**config.mk**
```make
export PLATFORM = sky130hd
export DESIGN_NAME = unified_mem_arbiter
export DESIGN_NICKNAME = d
export VERILOG_FILES = /design/src/rtl/unified_mem_arbiter.sv
export SDC_FILE = /design/constraint.sdc
export NUM_CORES = 1
export LEC_CHECK = 0
export CAP_MARGIN = 20
export CORE_MARGIN = 1.5
export CORE_UTILIZATION = 25
export CTS_CLUSTER_SIZE = 25
export DETAILED_ROUTE_END_ITERATION = 8
export GPL_ROUTABILITY_DRIVEN = 0
export SLEW_MARGIN = 20
export SYNTH_ARGS = -nofsm -noshare
export SYNTH_HDL_FRONTEND = slang
export SYNTH_SLANG_ARGS = --single-unit
```
**constraint.sdc**
```tcl
create_clock -name clk -period 2.3 [get_ports clk]
set_clock_uncertainty 0.1 [all_clocks]
set_input_delay 0.46 -clock clk [delete_from_list [all_inputs] [get_ports clk]]
set_output_delay 0.46 -clock clk [all_outputs]
set_load 0.02 [all_outputs]
```
**src/rtl/unified_mem_arbiter.sv**
```systemverilog
`default_nettype none
// +----------------------------------------------------------------------------+
// | Module      : unified_mem_arbiter                                          |
// | Description : Round-robin arbiter sharing one single-ported memory between  |
// |               the instruction-fetch and load/store ports, with CPU stall.  |
// | Revision    : 1.0 - initial release                                        |
// +----------------------------------------------------------------------------+
module unified_mem_arbiter #(
    parameter int ADDR_WIDTH  = 6,
    parameter int DATA_WIDTH  = 32,
    parameter int MEM_LATENCY = 1
) (
    input  logic                  clk,
    input  logic                  reset,
    input  logic                  ifetch_req,
    input  logic [ADDR_WIDTH-1:0] ifetch_addr,
    output logic [DATA_WIDTH-1:0] ifetch_rdata,
    output logic                  ifetch_valid,
    input  logic                  data_req,
    input  logic                  data_we,
    input  logic [ADDR_WIDTH-1:0] data_addr,
    input  logic [DATA_WIDTH-1:0] data_wdata,
    output logic [DATA_WIDTH-1:0] data_rdata,
    output logic                  data_valid,
    output logic                  stall,
    output logic                  mem_en,
    output logic                  mem_we,
    output logic [ADDR_WIDTH-1:0] mem_addr,
    output logic [DATA_WIDTH-1:0] mem_wdata,
    input  logic [DATA_WIDTH-1:0] mem_rdata
);

    localparam logic [1:0] c_st_idle    = 2'd0;
    localparam logic [1:0] c_st_wait    = 2'd1;
    localparam logic [1:0] c_st_done    = 2'd2;
    localparam logic [1:0] c_cnt_init   = 2'(MEM_LATENCY - 1);
    localparam logic       c_port_fetch = 1'b0;
    localparam logic       c_port_data  = 1'b1;

    logic [1:0]            r_state;
    logic [1:0]            w_state_nxt;
    logic [1:0]            r_cnt;
    logic [1:0]            w_cnt_nxt;
    logic                  r_last_grant;
    logic                  w_last_grant_nxt;
    logic                  r_grant;
    logic                  w_grant;
    logic [DATA_WIDTH-1:0] r_ifetch_rdata;
    logic [DATA_WIDTH-1:0] r_data_rdata;

    always_comb begin
        w_state_nxt      = r_state;
        w_cnt_nxt        = r_cnt;
        w_last_grant_nxt = r_last_grant;
        w_grant          = r_grant;
        mem_en           = 1'b0;
        mem_we           = 1'b0;
        mem_addr         = '0;
        mem_wdata        = '0;
        case (r_state)
            c_st_idle: begin
                if (ifetch_req || data_req) begin
                    // On a tie the port that did not win last time gets the memory
                    if (data_req && (!ifetch_req || (r_last_grant == c_port_fetch))) begin
                        w_grant     = c_port_data;
                        mem_we      = data_we;
                        mem_addr    = data_addr;
                        mem_wdata   = data_we ? data_wdata : '0;
                        w_state_nxt = data_we ? c_st_done : c_st_wait;
                    end else begin
                        w_grant     = c_port_fetch;
                        mem_addr    = ifetch_addr;
                        w_state_nxt = c_st_wait;
                    end
                    mem_en           = 1'b1;
                    w_last_grant_nxt = w_grant;
                    w_cnt_nxt        = c_cnt_init;
                end
            end
            c_st_wait: begin
                if (r_cnt == 2'd0) begin
                    w_state_nxt = c_st_done;
                end else begin
                    w_cnt_nxt = r_cnt - 2'd1;
                end
            end
            c_st_done: begin
                w_state_nxt = c_st_idle;
            end
            default: begin
                w_state_nxt = c_st_idle;
            end
        endcase
        // Nothing reaches the memory while the block is held in reset
        if (reset) begin
            mem_en    = 1'b0;
            mem_we    = 1'b0;
            mem_addr  = '0;
            mem_wdata = '0;
        end
    end

    always_ff @(posedge clk) begin
        if (reset) begin
            r_state        <= c_st_idle;
            r_cnt          <= 2'd0;
            r_last_grant   <= c_port_data;
            r_grant        <= c_port_fetch;
            r_ifetch_rdata <= '0;
            r_data_rdata   <= '0;
        end else begin
            r_state      <= w_state_nxt;
            r_cnt        <= w_cnt_nxt;
            r_last_grant <= w_last_grant_nxt;
            r_grant      <= w_grant;
            if ((r_state == c_st_wait) && (r_cnt == 2'd0)) begin
                if (r_grant == c_port_data) begin
                    r_data_rdata <= mem_rdata;
                end else begin
                    r_ifetch_rdata <= mem_rdata;
                end
            end
        end
    end

    assign ifetch_rdata = r_ifetch_rdata;
    assign data_rdata   = r_data_rdata;
    assign ifetch_valid = (r_state == c_st_done) && (r_grant == c_port_fetch);
    assign data_valid   = (r_state == c_st_done) && (r_grant == c_port_data);
    assign stall        = (ifetch_req && !ifetch_valid) || (data_req && !data_valid);

endmodule
`default_nettype wire

```
## After elaboration in Yosys (flattened, before gate mapping)

Cells that the tools add are included.

- Register bits after elaboration: 70
- Input bits: 81
- Output and inout bits: 107

- $add $sub $neg: 1
- Eq/ne operators: 5
- Muxes and demuxes: 25
- Bitwise operators: 2
- Reduce and logical (&&, ||, !) cells: 20

Operators with widths:

| cell | count |
|---|---|
| $mux W32 | 5 |
| $mux W6 | 4 |
| $mux W2 | 6 |
| $mux W1 | 8 |
| $pmux W2 S2 | 2 |
| $reduce_and A2 Y1 | 4 |
| $logic_and A1 B1 Y1 | 6 |
| $ne A2 B2 Y1 const B | 3 |
| $logic_not A2 Y1 | 2 |
| $logic_not A1 Y1 | 3 |
| $logic_or A1 B1 Y1 | 3 |
| $reduce_and A3 Y1 | 1 |
| $eq A2 B1 Y1 const B | 1 |
| $eq A2 B2 Y1 const B | 1 |
| $not A1 Y1 | 2 |
| $reduce_bool A2 Y1 | 1 |
| $sub A2 B1 Y2 const B | 1 |

## Depth between registers and ports, before layout

Gate-level depths: netlist (run 1).

- Depth in word-level cells: 7
- Mapped depth: 7

## Least setup slack after synthesis (run 1)

Ideal clock, no wire load.

- Kind: input to output
- From: input reset
- To: output mem_wdata[23]
- Data arrival time: 1.439 ns
- Setup slack: 0.301 ns
- Cell stages on the path: 6
- Buffers on the path: 3
- Cell sequence: buf_2 -> nor3_1 -> and3_4 -> buf_6 -> buf_6 -> and2_1

- Cells in the longest elaborated chain, start to end: 1

Ends and longest elaborated chain:

| what | RTL line | source |
|---|---|---|
| from (decl) | 14 | `input logic reset,` |
| $mux W32 | 95 | `if (reset) begin` |
| to (decl) | 29 | `output logic [DATA_WIDTH-1:0] mem_wdata,` |

Every way passes these cells.

## Final worst setup path (run 1)

- From: input ifetch_req
- To: output mem_addr[3]

- Cells in the longest elaborated chain, start to end: 7
- Elaborated cells between the ends (all ways): 8
- Classes of those cells: 4 x mux; 4 x reduce/logical

Ends and longest elaborated chain:

| what | RTL line | source |
|---|---|---|
| from (decl) | 15 | `input logic ifetch_req,` |
| $logic_not A1 Y1 | 64 | `if (data_req && (!ifetch_req \|\| (r_last_grant == c_port_fetch))) begin` |
| $logic_or A1 B1 Y1 | 64 |  |
| $logic_and A1 B1 Y1 | 64 |  |
| $mux W6 | 64 |  |
| $mux W6 (*) | 62 | `if (ifetch_req \|\| data_req) begin` |
| $mux W6 (*) | 60 | `case (r_state)` |
| $mux W6 (*) | 95 |  |
| to (decl) | 28 | `output logic [ADDR_WIDTH-1:0] mem_addr,` |

Mark *: on every way between the ends. The rest lies on a longest branch, timed or not.

==> flow_metrics.env, run 1 <==
export IMPL_finalSetupViolCount=0
export IMPL_synth_seq_area_share=0.480
export IMPL_use_met2=0.286
export IMPL_totalWireLength_um=10200
export IMPL_dp_hpwl_um=7030
export IMPL_hold_slack_ns=0.351
export IMPL_cap_violations=0
export IMPL_ant_nets=0
export IMPL_hold_class="register to register"
export IMPL_syn_inst=372
export IMPL_post_place_ws_ns=-0.585
export IMPL_syn_avg_cell_area_um2=7.85
export IMPL_dieArea_um2=12300
export IMPL_fin_total_pwr_w=0.00353
export IMPL_critPathMaxFanout=7
export IMPL_cts_max_level=3
export IMPL_io_buffers=187
export IMPL_crit_path_top_delay_cell="clkdlybuf4s15_1"
export IMPL_std_cell_rows=39
export IMPL_grt_pass1_wl_um=16200
export IMPL_grt_max_degree=71
export IMPL_drt_wirelength_per_cell_um=14.3
export IMPL_core_area_um2=11400
export IMPL_fp_dieW_um=111
export IMPL_yosys_warnings=0
export IMPL_setup_worst_path_end_class="primary output"
export IMPL_clkTransAtPathRegs_ns=0.06
export IMPL_period_needed_ns=2.24
export IMPL_yosys_area_top_type="dfxtp_1"
export IMPL_dr_pass1_iters=4
export IMPL_clk_path_buf_depth=2
export IMPL_syn_num_nets=454
export IMPL_holdBufCountCts=0
export IMPL_design_area_um2=5290
export IMPL_cp_arrival_ns=1.68
export IMPL_layout_nets=648
export IMPL_grtUsageTotal=0.162
export IMPL_post_route_period_util=0.973
export IMPL_start_kind="primary input"
export IMPL_place_area_um2=4920
export IMPL_ys_types=31
export IMPL_max_stage_delay_ns=0.29
export IMPL_drv_slew=0
export IMPL_diodes=0
export IMPL_relSlewSlack=0.504
export IMPL_synth_top_area_share=0.480
export IMPL_multiInputGateArea_um2=1410
export IMPL_cts_root_buf="clkbuf_16"
export IMPL_crit_required_ns=1.74
export IMPL_cts_tree="built"
export IMPL_drive_gt1_frac=0.149
export IMPL_peakVddDrop_mv=0.436
export IMPL_synthTopCellsByArea="dfxtp_1, nand2_1, a21oi_1, and2_1, buf_6"
export IMPL_mostFrequentLayoutCell="clkdlybuf4s50_1"
export IMPL_grt_busiest_layer="met2"
export IMPL_grt_use_met1=0.189
export IMPL_final_cell_mix="clkdlybuf4s50_1, nand2_1, dfxtp_1, a21oi_1, and2_1"
export IMPL_start_util=0.256
export IMPL_synth_seq_cells=70
export IMPL_grtUsageMet3=0.0558
export IMPL_crit_family="buffers and inverters"
export IMPL_clk_latency_ns=0.33
export IMPL_timing_final_ws_setup_ns=0.0622
export IMPL_worstPathBufferInverterCount=3
export IMPL_drc=0
export IMPL_powerDensity_nw_per_um2=667
export IMPL_die_y_um=111
export IMPL_numCtsBuffers=9
export IMPL_io_pins=188
export IMPL_viasPerCell=4.53
export IMPL_clock_fmax_mhz=447
export IMPL_worstMarginPinSlew_ns=0.744
export IMPL_regArea_um2=1400
export IMPL_grt_antenna_before_repair=0
export IMPL_vias=3235
export IMPL_hold_viol=0
export IMPL_status="completed"
export IMPL_grt_ovfl_total=0
export IMPL_cts_sinks=70
export IMPL_path_cells="dlygate4sd2_1, a21boi_4, buf_6, mux2i_1, nor2_1, clkdlybuf4s15_1"
export IMPL_nFillCells=1125
export IMPL_crit_type="primary input to primary output"
export IMPL_area_delta_synth_final_pct=81.0
export IMPL_p_leak_nw=2.00
export IMPL_grt_pass1_vias=3136
export IMPL_synth_cell_area_um2=2920
export IMPL_drt_iter0_markers=132
what timing repair did:
| item | CTS | global route |
|---|---|---|
| pin swaps | 2 | 5 |
| setup endpoints to repair | 42 | 27 |
| gates cloned | 4 | 0 |
| buffers inserted | 2 | 4 |
| gates resized for setup | 93 | 41 |
cells in the mapped netlist:
cell       instances
a21boi_2           1
a21o_1             1
a21oi_1           66
a221o_1            1
a22oi_1            1
a31o_1             1
and2_1            33
and3_4             1
and3b_1            1
and4b_1            1
buf_1              2
buf_2             13
buf_4              3
buf_6              6
clkbuf_1           6
dfxtp_1           70
ha_1               1
inv_1              5
mux2i_1            6
nand2_1          128
nand4b_1           1
nand4bb_1          1
nor2_1            10
nor3_1             2
nor3b_1            1
nor4bb_1           1
o21ai_0            3
o21ai_1            1
o22ai_1            1
or3b_1             1
or4b_1             3
metal layers:
metal	share of wire	vias up
met1	0.44	1502
li1	-	1600
met3	0.073	9
met4	0.010	0
met2	0.48	124
met5	0	-
metrics by stage:
step | util | setup TNS [ns] | instances
final | 0.463 | 0 | 714
after global routing | 0.463 | -0.00432 | 714
after CTS | 0.466 | 0 | 710
after detailed placement | 0.431 | -21.39 | 688
after global placement | 0.431 | -19.87 | 688
after floorplan | - | 0 | 372
tightest hold or removal path, cell delays in order, from the launching register on:
cell	delay (ns)
dfxtp_1	0.31
nand2_1	0.05
a21oi_1	0.05
logic make-up (layout without fill, tap and decap cells):
kind of cell / Yosys count / count (layout) / share of synthesized area
AO/OA/AOI/OAI: 76 / 76 / 0.138
adder cells (fa/ha/maj): 1 / 1 / 0.00428
buffers and inverters: 35 / 230 / 0.0698
flip-flops: 70 / 70 / 0.480
multiplexers: 6 / 6 / 0.0206
AND/OR/NAND/NOR: 184 / 188 / 0.288
path summary, 6_finish.rpt:
check / from / endpoint / slack (ns) / cells past startpoint
worst max-delay path: ifetch_req / mem_addr[3] / 0.06 / 6
worst min register to register: data_rdata[20] / data_rdata[20] / 0.35 / 2
worst max register to register: r_cnt[0] / ifetch_rdata[4] / 0.63 / 6
worst min-delay path: data_rdata[20] / data_rdata[20] / 0.35 / 2
state kept, by name, summed over array words and instances, names as in the netlist:
register      count
data_rdata       32
ifetch_rdata     32
r_last_grant      1
r_state           2
r_grant           1
r_cnt             2
final cells by class:
class | count | share of cell area
repair buffers | 209 | 0.367
multi-input cells | 271 | 0.267
flip-flops and latches | 70 | 0.265
clock buffers | 11 | 0.0478
well taps | 143 | 0.0338
clock inverters | 5 | 0.0154
inverters | 5 | 0.00355
report_power, final:
part           leakage (nW)  total, W  switching (W)  internal [W]
registers             0.568   0.00131      0.0000366       0.00127
clock network         0.162   0.00155       0.000543       0.00101
logic                  1.27  0.000665       0.000326      0.000338
total                  2.00   0.00353       0.000906       0.00262
No activity file was read; power rests on OpenSTA's default activity.
==> run 2, diff against run 1 <==
Settings changed: CORE_MARGIN 1.5 to 2, GPL_TIMING_DRIVEN from default to 0.
==> flow_metrics.env, run 2 (synthesis gave the netlist of run 1 again) <==
export IMPL_status="completed"
export IMPL_start_kind="primary input"
export IMPL_die_y_um=112
export IMPL_grt_ovfl_total=0
export IMPL_critPathMaxFanout=10
export IMPL_relSlewSlack=0.630
export IMPL_cp_common_cell="buf_6"
export IMPL_finalSetupViolCount=0
export IMPL_diodes=0
export IMPL_rsz0062_at_grt="no"
export IMPL_cts_tree="built"
export IMPL_clk_latency_ns=0.32
export IMPL_clk_path_buf_depth=2
export IMPL_final_cell_mix="clkdlybuf4s50_1, nand2_1, dfxtp_1, a21oi_1, and2_1"
export IMPL_max_stage_delay_ns=0.21
export IMPL_grt_antenna_before_repair=0
export IMPL_io_buffers=186
export IMPL_ff2ff_path_depth=7
export IMPL_nFillCells=1151
export IMPL_grtUsageTotal=0.155
export IMPL_mostFrequentLayoutCell="clkdlybuf4s50_1"
export IMPL_grt_pass1_vias=2998
export IMPL_start_util=0.256
export IMPL_powerDensity_nw_per_um2=704
export IMPL_dr_pass1_iters=4
export IMPL_cts_root_buf="clkbuf_16"
export IMPL_path_cells="clkdlybuf4s15_2, a21boi_2, buf_6, and3_4, buf_6, buf_6, and2_1, buf_4"
export IMPL_crit_type="primary input to primary output"
export IMPL_hold_depth=2
export IMPL_std_cell_rows=39
export IMPL_core_area_um2=11400
export IMPL_peakVddDrop_mv=0.422
export IMPL_multiInputGateArea_um2=1330
export IMPL_clkTransAtPathRegs_ns=0.06
export IMPL_fin_setup_tns_ns=0
export IMPL_cap_violations=0
export IMPL_totalWireLength_um=10100
export IMPL_drive_gt1_frac=0.147
export IMPL_io_pins=188
export IMPL_cts_sinks=70
export IMPL_area_delta_synth_final_pct=79.9
export IMPL_regArea_um2=1400
export IMPL_crit_path_top_delay_cell="clkdlybuf4s15_2"
export IMPL_grt_max_degree=13
export IMPL_dieArea_um2=12600
export IMPL_numCtsBuffers=9
export IMPL_drt_wirelength_per_cell_um=14.0
export IMPL_setup_worst_path_end_class="primary output"
export IMPL_drc=0
export IMPL_period_needed_ns=2.24
export IMPL_post_route_period_util=0.973
export IMPL_drt_iter0_markers=119
export IMPL_hold_class="register to register"
export IMPL_fp_dieW_um=112
export IMPL_cp_arrival_ns=1.68
export IMPL_drv_slew=0
export IMPL_grt_pass1_wl_um=15500
export IMPL_holdBufCountCts=0
export IMPL_cts_max_level=3
export IMPL_crit_required_ns=1.74
export IMPL_viasPerCell=4.35
export IMPL_p_leak_nw=2.05
export IMPL_hold_slack_ns=0.351
export IMPL_clock_fmax_mhz=447
export IMPL_vias=3137
export IMPL_worstMarginPinSlew_ns=0.555
export IMPL_ant_nets=0
export IMPL_hold_viol=0
export IMPL_dp_hpwl_um=7810
export IMPL_layout_nets=655
-- run 2: stage by stage --
stage	area (µm²)	setup slack, ns	power (W)	utilization	std cells
global route	5250	0.000345	0.00384	0.460	721
detailed placement	4960	-0.768	0.00199	0.434	701
floorplan	2920	0.301	0.00163	-	372
global placement	4960	-0.751	0.00198	0.434	701
CTS	5220	0.00814	0.00373	0.457	719
finish	5250	0.0615	0.00370	0.460	721
-- run 2: cell type report --
| cell class | count | area share |
|---|---|---|
| repair buffers | 190 | 0.335 |
| flip-flops and latches | 70 | 0.267 |
| multi-input cells | 267 | 0.253 |
| clock buffers | 11 | 0.0481 |
| plain buffers | 30 | 0.0352 |
| well taps | 143 | 0.0341 |
| clock inverters | 5 | 0.0245 |
| inverters | 5 | 0.00357 |
-- run 2: path summary, 6_finish.rpt --
check,end,slack [ns],start
setup / recovery,mem_wdata[24],0.06,data_req
setup reg to reg,ifetch_rdata[8],0.49,r_cnt[0]
hold / removal,data_rdata[14],0.35,data_rdata[14]
hold reg to reg,data_rdata[14],0.35,data_rdata[14]
-- run 2: worst max-delay path, delay by kind of cell --
family | cells | cell delay, ns
AOI/OAI and AO/OA | 1 | 0.16
buffers and inverters | 5 | 0.73
and+or+nand+nor | 2 | 0.32
-- run 2: routing by layer --
layer / routed length, µm / track usage / part of all wire / up-vias
li1: - / - / - / 1605
met1: 4260 / 0.181 / 0.42 / 1401
met2: 4850 / 0.269 / 0.48 / 125
met3: 936 / 0.0567 / 0.092 / 6
met4: 69 / 0.0390 / 0.0068 / 0
met5: 0 / 0 / 0 / -
-- run 2: power by group --
part | internal (W) | switching (W)
combinational | 0.000330 | 0.000317
clock | 0.00123 | 0.000510
sequential | 0.00127 | 0.0000376
-- run 2: timing repair --
action	in CTS	in global routing
gates resized for setup	143	23
setup buffers	2	2
endpoints found under the setup margin	43	37
pin swaps	0	2
==> run 3, diff against run 2 <==
Settings changed: CORE_MARGIN 2 to default, CORE_UTILIZATION 25 to 23.
==> flow_metrics.env, run 3 (synthesis gave the netlist of run 1 again) <==
export IMPL_hold_depth=2
export IMPL_fp_dieW_um=115
export IMPL_crit_family="buffers and inverters"
export IMPL_worst_r2r_setup_slack_ns=0.56
export IMPL_reg2reg_to="ifetch_rdata[8]"
export IMPL_grt_ovfl_total=0
export IMPL_hold_class="register to register"
export IMPL_cts_root_buf="clkbuf_16"
export IMPL_cap_violations=0
export IMPL_reg2reg_from="r_cnt[0]"
export IMPL_ant_nets=0
export IMPL_cp_arrival_ns=1.65
export IMPL_crit_path_top_delay_cell="dfxtp_2"
export IMPL_totalWireLength_um=10000
export IMPL_mostFrequentLayoutCell="clkdlybuf4s50_1"
export IMPL_period_needed_ns=2.21
export IMPL_post_place_ws_ns=-0.831
export IMPL_min_from="ifetch_rdata[11]"
export IMPL_crit_type="register to primary output"
export IMPL_worstHoldEndpoint="ifetch_rdata[11]"
export IMPL_dp_hpwl_um=7760
export IMPL_start_kind="register"
export IMPL_relSlewSlack=0.638
export IMPL_worstMarginPinSlew_ns=0.543
export IMPL_cp_common_cell="buf_6"
export IMPL_numCtsBuffers=9
export IMPL_drt_iter0_markers=79
export IMPL_viasPerCell=4.25
export IMPL_core_area_um2=12200
export IMPL_drc=0
export IMPL_setup_worst_path_end_class="primary output"
export IMPL_fin_util=0.427
export IMPL_io_buffers=186
export IMPL_rsz0062_at_grt="no"
export IMPL_drive_gt1_frac=0.141
export IMPL_max_stage_delay_ns=0.33
export IMPL_grtUsageTotal=0.154
export IMPL_peakVddDrop_mv=0.516
export IMPL_power_frac_comb=0.194
export IMPL_crit_required_ns=1.74
export IMPL_swShare=0.256
export IMPL_io_pins=188
export IMPL_use_met2=0.274
export IMPL_clk_latency_ns=0.33
export IMPL_cts_tree="built"
export IMPL_diodes=0
export IMPL_grt_use_met1=0.171
export IMPL_p_sw_w=0.000847
export IMPL_drv_slew=0
export IMPL_vias=3155
export IMPL_path_cells="a21boi_4, buf_6, and3_4, buf_6, buf_6, and2_1, buf_2"
export IMPL_grtUsageMet3=0.0593
export IMPL_pwr_share_clk=0.410
export IMPL_status="completed"
export IMPL_layout_nets=653
export IMPL_hold_viol=0
export IMPL_grt_max_degree=12
export IMPL_clock_fmax_mhz=453
export IMPL_timing_final_ws_setup_ns=0.0930
export IMPL_p_int_w=0.00246
export IMPL_ff2ff_path_depth=7
export IMPL_dr_pass1_iters=4
export IMPL_powerDensity_nw_per_um2=634
export IMPL_critPathMaxFanout=10
export IMPL_worstPathBufferInverterCount=4
export IMPL_drt_wirelength_per_cell_um=13.5
export IMPL_die_y_um=115
export IMPL_finalSetupViolCount=0
export IMPL_cts_max_level=3
export IMPL_grt_busiest_layer="met2"
export IMPL_holdBufCountCts=0
export IMPL_p_seq_frac=0.396
export IMPL_area_delta_synth_final_pct=78.5
export IMPL_std_cell_rows=40
export IMPL_start_util=0.239
export IMPL_p_leak_nw=2.01
export IMPL_post_route_period_util=0.960
export IMPL_clk_path_buf_depth=2
export IMPL_fin_total_pwr_w=0.00331
export IMPL_grt_pass1_wl_um=15600
export IMPL_dieArea_um2=13200
export IMPL_grt_antenna_before_repair=0
export IMPL_final_cell_mix="clkdlybuf4s50_1, nand2_1, dfxtp_1, a21oi_1, and2_1"
export IMPL_grt_pass1_vias=3067
export IMPL_clkTransAtPathRegs_ns=0.05
export IMPL_cts_sinks=70
[run 3: cell types whose count changed in the layout (fill, tap and decap cells not counted), sizes merged]
cell	delta
bufinv	-3
clkbuf	-5
clkinv	+1
clkinvlp	+1
dlygate4sd2	+3
[run 3: how the worst max path moves through the flow]
stage               slack [ns]         start  cells past startpoint             to
floorplan                 0.30         reset                      6  mem_wdata[23]
global placement         -0.80      data_req                      8  mem_wdata[29]
detailed placement       -0.83      data_req                      8  mem_wdata[29]
CTS                      0.003      data_req                      8  mem_wdata[13]
global route              0.02  r_last_grant                      7   mem_wdata[4]
finish                    0.09  r_last_grant                      7   mem_wdata[9]
[run 3: worst reg2reg max path: cells and delay by family (launching register included)]
| kind | cells | cell delay (ns) |
|---|---|---|
| fa+ha+maj | 1 | 0.28 |
| flops | 1 | 0.34 |
| compound gates | 1 | 0.14 |
| simple gates | 2 | 0.22 |
| buf+inv | 3 | 0.59 |
[run 3: cell type report]
cell class	count	area [µm²]
Inverter	5	18.8
Fill cell	1317	7000
Multi-Input combinational cell	267	1340
Timing Repair Buffer	188	1760
Sequential cell	70	1400
Buffer	30	189
Tap cell	168	210
Clock buffer	11	243
Clock inverter	4	47.5
[run 3: what timing repair did]
item | in CTS | in global routing
endpoints found under the setup margin | 43 | 34
gates resized for setup | 157 | 15
buffers inserted | 1 | 0
pin swaps | 1 | 2
gates cloned | 1 | 0
[run 3: through the flow]
step | hold slack (ns) | instance area [µm²] | setup TNS [ns] | std cells
floorplan | 0.350 | 2920 | 0 | 372
global placement | 0.343 | 4990 | -26.65 | 726
detailed placement | 0.345 | 4990 | -28.31 | 726
CTS | 0.353 | 5200 | 0 | 743
global route | 0.374 | 5210 | 0 | 743
finish | 0.350 | 5210 | 0 | 743
[run 3: power by group through the flow]
stage               clock network [W]  logic [W]  registers [W]
detailed placement                  0   0.000660        0.00133
global route                  0.00145   0.000693        0.00132
CTS                           0.00139   0.000649        0.00131
global placement                    0   0.000653        0.00133
finish                        0.00136   0.000641        0.00131
floorplan                           0   0.000239        0.00139
[run 3: layer usage]
metal  vias up  wire length (µm)
met3         8               799
met5         -                 0
met1      1437              4170
met2       108              4960
li1       1602                 -
met4         0                73
